File: config.mk
export PLATFORM = sky130hd
export DESIGN_NAME = noc_output_arbiter
export DESIGN_NICKNAME = d
export VERILOG_FILES = /design/src/rtl/noc_output_arbiter.sv
export SDC_FILE = /design/constraint.sdc
export NUM_CORES = 1
export LEC_CHECK = 0
export CAP_MARGIN = 20
export CORE_MARGIN = 5
export CORE_UTILIZATION = 55
export CTS_CLUSTER_DIAMETER = 40
export DETAILED_ROUTE_END_ITERATION = 12
export PLACE_DENSITY = 0.79
export SLEW_MARGIN = 40
export SYNTH_ARGS = -nofsm -noshare
export SYNTH_HDL_FRONTEND = slang
export SYNTH_SLANG_ARGS = --single-unit
File: constraint.sdc
create_clock -name clk -period 10 [get_ports clk]
set_input_delay 1 -clock clk [delete_from_list [all_inputs] [get_ports clk]]
set_output_delay 1 -clock clk [all_outputs]
set_load 0.005 [all_outputs]
File: src/rtl/noc_output_arbiter.sv
// -----------------------------------------------------------------------------
// noc_output_arbiter
//
// Packet-locking round-robin arbiter for one NoC router output channel.
// N input ports share one output latch stage. The winner's flits are handed
// downstream with a 2-phase (transition-signalled) request/acknowledge
// handshake. After a head flit wins, the grant stays with that input until its
// tail flit is acknowledged, so packets are never interleaved.
//
// Parameters
//   N_PORTS   : number of requesting inputs
//   PTR_INIT  : index that has highest priority after reset
//   MAX_FLITS : longest legal packet; longer packets set err_overlen
//
// Ports
//   clk         : clock, rising edge
//   preset      : asynchronous active-high reset
//   req         : per-input level valid (a flit is waiting)
//   tail        : per-input "waiting flit is the last of its packet"
//   grant       : one-hot or zero output mux select (registered)
//   in_ack      : one-cycle pulse, granted input's flit consumed (registered)
//   out_req     : 2-phase request to the output stage, toggles once per flit
//   out_ack     : 2-phase acknowledge from the output stage (already in clk)
//   busy        : grant is non-zero (combinational from registered grant)
//   err_overlen : sticky, a packet exceeded MAX_FLITS
// -----------------------------------------------------------------------------
module noc_output_arbiter #(
  parameter int N_PORTS   = 5,
  parameter int PTR_INIT  = 0,
  parameter int MAX_FLITS = 16
) (
  input  logic               clk,
  input  logic               preset,
  input  logic [N_PORTS-1:0] req,
  input  logic [N_PORTS-1:0] tail,
  output logic [N_PORTS-1:0] grant,
  output logic [N_PORTS-1:0] in_ack,
  output logic               out_req,
  input  logic               out_ack,
  output logic               busy,
  output logic               err_overlen
);

  localparam int PW = (N_PORTS > 1) ? $clog2(N_PORTS) : 1;
  localparam int CW = $clog2(MAX_FLITS + 1);
  localparam logic [CW-1:0] CNT_MAX  = CW'(MAX_FLITS);
  localparam logic [PW-1:0] PTR_RST  = PW'(PTR_INIT);
  localparam logic [PW-1:0] LAST_IDX = PW'(N_PORTS - 1);

  typedef enum logic [1:0] {
    ST_IDLE     = 2'd0,
    ST_WAIT_ACK = 2'd1,
    ST_HOLD     = 2'd2
  } state_e;

  state_e               state_q, state_d;
  logic [N_PORTS-1:0]   grant_q, grant_d;
  logic [N_PORTS-1:0]   in_ack_q, in_ack_d;
  logic                 out_req_q, out_req_d;
  logic [PW-1:0]        ptr_q, ptr_d;
  logic [PW-1:0]        owner_q, owner_d;
  logic                 tail_q, tail_d;
  logic [CW-1:0]        flit_cnt_q, flit_cnt_d;
  logic                 err_overlen_q, err_overlen_d;

  logic                 pick_found;
  logic [PW-1:0]        pick_idx;
  logic [N_PORTS-1:0]   pick_oh;

  // Round-robin pick: first requesting index scanning upward from ptr, wrapping.
  always_comb begin
    int cand;
    cand       = 0;
    pick_found = 1'b0;
    pick_idx   = '0;
    pick_oh    = '0;
    for (int i = 0; i < N_PORTS; i++) begin
      cand = (int'(ptr_q) + i) % N_PORTS;
      if (!pick_found && req[PW'(cand)]) begin
        pick_found = 1'b1;
        pick_idx   = PW'(cand);
      end else begin
        pick_found = pick_found;
      end
    end
    if (pick_found) begin
      pick_oh[pick_idx] = 1'b1;
    end else begin
      pick_oh = '0;
    end
  end

  // Next-state and output logic of the arbitration / handshake FSM.
  always_comb begin
    state_d       = state_q;
    grant_d       = grant_q;
    in_ack_d      = '0;
    out_req_d     = out_req_q;
    ptr_d         = ptr_q;
    owner_d       = owner_q;
    tail_d        = tail_q;
    flit_cnt_d    = flit_cnt_q;
    err_overlen_d = err_overlen_q;

    case (state_q)
      ST_IDLE: begin
        // A high in_ack here is the dead cycle after a tail acknowledge:
        // upstream has not yet had a chance to update req.
        if (pick_found && (in_ack_q == '0)) begin
          grant_d    = pick_oh;
          owner_d    = pick_idx;
          tail_d     = tail[pick_idx];
          out_req_d  = ~out_req_q;
          flit_cnt_d = CW'(1);
          state_d    = ST_WAIT_ACK;
        end else begin
          state_d = ST_IDLE;
        end
      end

      ST_WAIT_ACK: begin
        // grant and out_req are held so the bundled data stays valid.
        if (out_ack == out_req_q) begin
          in_ack_d = grant_q;
          if (!tail_q && (flit_cnt_q == CNT_MAX)) begin
            err_overlen_d = 1'b1;
          end else begin
            err_overlen_d = err_overlen_q;
          end
          if (tail_q) begin
            grant_d = '0;
            ptr_d   = (owner_q == LAST_IDX) ? '0 : owner_q + PW'(1);
            state_d = ST_IDLE;
          end else begin
            state_d = ST_HOLD;
          end
        end else begin
          state_d = ST_WAIT_ACK;
        end
      end

      ST_HOLD: begin
        // Ignore req while in_ack is still high: that req may be the stale
        // flit that was just consumed.
        if ((in_ack_q == '0) && req[owner_q]) begin
          tail_d    = tail[owner_q];
          out_req_d = ~out_req_q;
          if (flit_cnt_q != CNT_MAX) begin
            flit_cnt_d = flit_cnt_q + CW'(1);
          end else begin
            flit_cnt_d = flit_cnt_q;
          end
          state_d = ST_WAIT_ACK;
        end else begin
          state_d = ST_HOLD;
        end
      end

      default: begin
        state_d    = ST_IDLE;
        grant_d    = '0;
        flit_cnt_d = '0;
      end
    endcase
  end

  // State and output registers.
  always_ff @(posedge clk or posedge preset) begin
    if (preset) begin
      state_q       <= ST_IDLE;
      grant_q       <= '0;
      in_ack_q      <= '0;
      out_req_q     <= 1'b0;
      ptr_q         <= PTR_RST;
      owner_q       <= '0;
      tail_q        <= 1'b0;
      flit_cnt_q    <= '0;
      err_overlen_q <= 1'b0;
    end else begin
      state_q       <= state_d;
      grant_q       <= grant_d;
      in_ack_q      <= in_ack_d;
      out_req_q     <= out_req_d;
      ptr_q         <= ptr_d;
      owner_q       <= owner_d;
      tail_q        <= tail_d;
      flit_cnt_q    <= flit_cnt_d;
      err_overlen_q <= err_overlen_d;
    end
  end

  assign grant       = grant_q;
  assign in_ack      = in_ack_q;
  assign out_req     = out_req_q;
  assign err_overlen = err_overlen_q;
  assign busy        = (grant_q != '0);

endmodule

=== Word level (Yosys, flattened, before mapping) ===
Cells that the tools add are included.

* Bits in registers: 26
* Bits in latches: 0
* Memory bits (writable): 0
* Memory bits (read-only): 0
* Output and inout port bits: 13
* Logic and storage cells: 121
* Memories kept: 0

* $add $sub $neg: 6
* Multipliers: 0
* Div/mod/pow operators: 5
* Magnitude comparators: 8
* Equality and inequality tests: 11
* Shift operators: 0
* Mux-type cells: 56
* Bitwise logic cells: 3
* Reduce and logical (&&, ||, !) cells: 23

{| class="wikitable"
|+ Operators with widths
! cell !! number
|-
| modulo 32 x 4 -> 32 bit, second input constant || 4
|-
| 2-to-1 mux 5 bit || 9
|-
| modulo 4 x 4 -> 32 bit, second input constant || 1
|-
| case mux 5 bit (3 select lines) || 2
|-
| < comparator 3 x 5 -> 1 bit, second input constant || 5
|-
| binary-select mux 1 bit (select 3 bit) || 8
|-
| 2-to-1 mux 1 bit || 24
|-
| 2-to-1 mux 3 bit || 6
|-
| != test 2 bit, second input constant || 5
|-
| AND reduction 3 bit || 3
|-
| adder 3 x 2 -> 4 bit, second input constant || 2
|-
| logical AND 1 bit || 8
|-
| < comparator 3 x 4 -> 1 bit, second input constant || 2
|-
| AND reduction 4 bit || 2
|-
| 2-to-1 mux 2 bit || 3
|-
| case mux 2 bit (3 select lines) || 1
|-
| adder 5 x 1 -> 5 bit, second input constant || 1
|-
| equality test 5 bit, second input constant || 1
|-
| logical NOT 1 bit || 5
|-
| logical NOT 5 bit || 1
|-
| != test 5 bit, second input constant || 1
|-
| nonzero test 5 bit || 1
|-
| adder 3 x 1 -> 4 bit, second input constant || 1
|-
| adder 3 x 3 -> 4 bit, second input constant || 1
|-
| 12 further kinds || 15
|}

=== Depth between registers and ports, before layout ===
* Word-level depth: 24
* Depth in mapped cells: 22
* Mapped depth without buffers: 19

=== Least setup slack after synthesis ===
Ideal clock, no wire load.

* Path type: flip-flop to flip-flop
* From: register ptr_q[0]
* To: register tail_q
* Arrival: 4,201 ps
* Data required time: 9,871 ps
* Setup slack: 5,671 ps
* Cell stages (with the launch flop): 22
* Path buffers: 2
* Cell sequence: dfrtp_1 -> buf_4 -> inv_2 -> buf_4 -> ha_1 -> inv_1 -> ha_1 -> inv_1 -> ha_1 -> inv_1 -> ha_1 -> nand2b_1 -> a21oi_1 -> a211oi_2 -> a211oi_1 -> a31oi_1 -> o22ai_2 -> a2111oi_4 -> nor4_4 -> mux2_1 -> a221oi_1 -> a21oi_1

* Cells in the longest elaborated chain, start to end: 21
* Elaborated cells between the ends (all ways): 49
* Those cells by class: add/sub (4); div (5); eq/ne (1); mux (29); reduce/logical (10)

{| class="wikitable"
|+ RTL lines
! what !! RTL line !! source
|-
| from (decl) || 60 || <nowiki>logic [PW-1:0] ptr_q, ptr_d;</nowiki>
|-
| from (signal assigned) || 184 || <nowiki>ptr_q <= ptr_d;</nowiki>
|-
| parallel branches: the longest is 21 deep, another holds modulo 32 x 4 -> 32 bit || n/a ||
|-
| to (signal assigned) || 186 || <nowiki>tail_q <= tail_d;</nowiki>
|-
| to (decl) || 62 || <nowiki>logic tail_q, tail_d;</nowiki>
|}

Several ways; the timed one is not identified. The select of a mux whose other input is x is not followed.
A chain may end at the register's enable or synchronous reset.

=== Final worst setup path ===
* From: register ptr_q[1]
* To: register tail_q

Same word-level chain as after synthesis.

==> out/results.ini <==
[sta]
tightest_slew_ps=645
slew_headroom_pct=57.0
period_minus_slack_ps=5330
finalCritPeriodShare_pct=53.3
grt_setup_unrepaired=false
setup_tns_ps=0
worst_slack_ps=4670
fmax_mhz=188
clock-skew-final_ps=9.34
whs_ps=485
drv_slew=0
hold_viol_final=0
final-setup-viol-count=0

[cts]
hold_buffers=0
cts_tree=built
cts-resized-gates=0
cts-root-buf=clkbuf_8
cts_buffers=3
clock_latency_ps=280
clk_pin_slew_worst_paths_ps=100
cts_max_level=1
cts.sinks=26
clock_path_buffers=2
cts_setup_buffers=0

[finish]
drive_gt1_share_pct=11.8
layout_commonest_cell=nand2_1
n_antenna_cell=0
final_net_count=397
final_cell_mix=36 x nand2_1, 26 x dfrtp_1, 25 x clkdlybuf4s50_1, 19 x ha_1, 18 x inv_1
area_growth_pct=10.8

[synth]
syn_area_mm2=0.00296
ys_warn_count=0
yosys_register_bits=26
synth_edf_count=0
syn_area_per_cell_um2=8.43
synth_cells=351
synth_top_area_share_pct=22.0
yosysUniqueCellTypes=81
yosys.area.top_type=dfrtp_1
yosys-top-cells-area=dfrtp_1 22%, ha_1 8.0%, mux2i_1 4.7%
async_flop_share_pct=100
synth_ff_type=dfrtp_1
syn_nets=383
yosysSeqAreaShare_pct=22.0

[setup_path]
cp.arrival_ps=5480
critPathLaunchType=flop
worstSetupPathType=flop to flop
end_kind=flop
cp_max_fo=20
cp.required_ps=10160

[floorplanning]
rows=26
dieWidth_um=83.4
ios=26
core-area_mm2=0.00517
start_util_pct=57.2
die_h_um=83.4
dieArea_mm2=0.00695

[place]
dp_hpwl_um=5350
place_ws_ps=4760
io_buffers=25
gp_congestion=0.901

[global_route]
grt-ovfl-total=0
grt_pass1_wl_um=12300
grt_max_degree=32
use_met3_pct=3.96
grt_usage_pct=20.6
grt_pass1_vias=2708
met2_usage_pct=35.5
antenna_found_initial=0
met1_usage_pct=26.4
grt.busiest_layer=met2

[detailed_routing]
vias=2756
wl_per_cell_um=16.3
totalWireLength_um=7080
vias_per_cell=6.35
final_antenna_net_count=0
drt_iter0_markers=236
firstDrtPassIters=5
drc=0

[worst_hold_path]
hold_path_class=flop to flop

[status]
status=complete, no violations

[flow_run]
max_cap_viol_count=0

state kept, by name, summed over array words and instances (netlist names):
signal	count
err_overlen	1
flit_cnt_q	5
grant	5
in_ack	5
out_req	1
owner_q	3
ptr_q	3
state_q	2
tail_q	1
critical path, stage by stage (launching register included):
cell	delay, ps
dfrtp_1	620
inv_1	280
ha_1	740
clkinv_1	450
ha_1	390
o31ai_1	320
nand2_1	110
o32ai_2	410
mux2i_1	340
o22ai_2	200
nor4b_4	200
nor4_4	390
mux2_1	380
a221oi_1	270
a21oi_1	110
routing by layer:
metal / routed length, um / vias to the layer above
met1: 3100 / 1347
met2: 3490 / 92
li1: - / 1306
met3: 414 / 11
met4: 72 / 0
met5: 0 / -
stage by stage:
step | util, % | cells | area [um2]
after floorplan | - | 351 | 2960
after global placement | 62.0 | 430 | 3210
after detailed placement | 62.0 | 430 | 3210
after CTS | 63.4 | 434 | 3280
after global routing | 63.4 | 434 | 3280
final | 63.4 | 434 | 3280
final timing paths:
path	slack, ps	from	endpoint	depth (start not counted)
hold reg to reg	480	err_overlen	err_overlen	1
setup reg to reg	4670	ptr_q[1]	tail_q	14
setup / recovery	4670	ptr_q[1]	tail_q	14
min in group asynchronous	1080	preset	out_req	2
hold / removal	480	err_overlen	err_overlen	1
max in group asynchronous	8540	preset	ptr_q[0]	2
cells in the mapped netlist (3+ instances only):
| library cell | count |
|---|---|
| a211oi_1 | 6 |
| a211oi_2 | 3 |
| a21boi_0 | 5 |
| a21o_1 | 6 |
| a21oi_1 | 15 |
| a31oi_1 | 4 |
| and2_1 | 9 |
| and3_1 | 7 |
| buf_2 | 6 |
| buf_4 | 5 |
| clkbuf_1 | 4 |
| dfrtp_1 | 26 |
| ha_1 | 19 |
| inv_1 | 19 |
| mux2_2 | 4 |
| mux2i_1 | 14 |
| nand2_1 | 36 |
| nand2b_1 | 9 |
| nand3_1 | 12 |
| nor2_1 | 17 |
| nor2b_1 | 5 |
| nor3_1 | 14 |
| o211ai_1 | 3 |
| o21ai_0 | 15 |
| o22ai_1 | 6 |
| o31ai_1 | 3 |
| or2_2 | 4 |
| xnor2_1 | 7 |
| xor2_1 | 4 |
layout make-up:
class,count,area [um2]
clock inverter,1,30.0
multi-input combinational,286,2130
tap,70,87.6
clock buffer,3,41.3
fill,446,1890
sequential,26,651
inverter,22,82.6
timing repair buffer,26,258
cell families (layout without fill, tap and decap cells):
logic type / count (synthesis) / count (layout) / share of synthesized area (%)
and+or+nand+nor: 135 / 135 / 25.7
DFF: 26 / 26 / 22.0
muxes: 21 / 21 / 8.16
buffers and inverters: 39 / 52 / 6.09
adders and majority gates: 19 / 19 / 8.03
xor gates and xnor gates: 12 / 12 / 3.80
AOI/OAI and AO/OA: 99 / 99 / 26.2
Power is left out: the tool's default activity adds up to more than one toggle a clock period on the data nets, which glitch-free logic cannot reach.
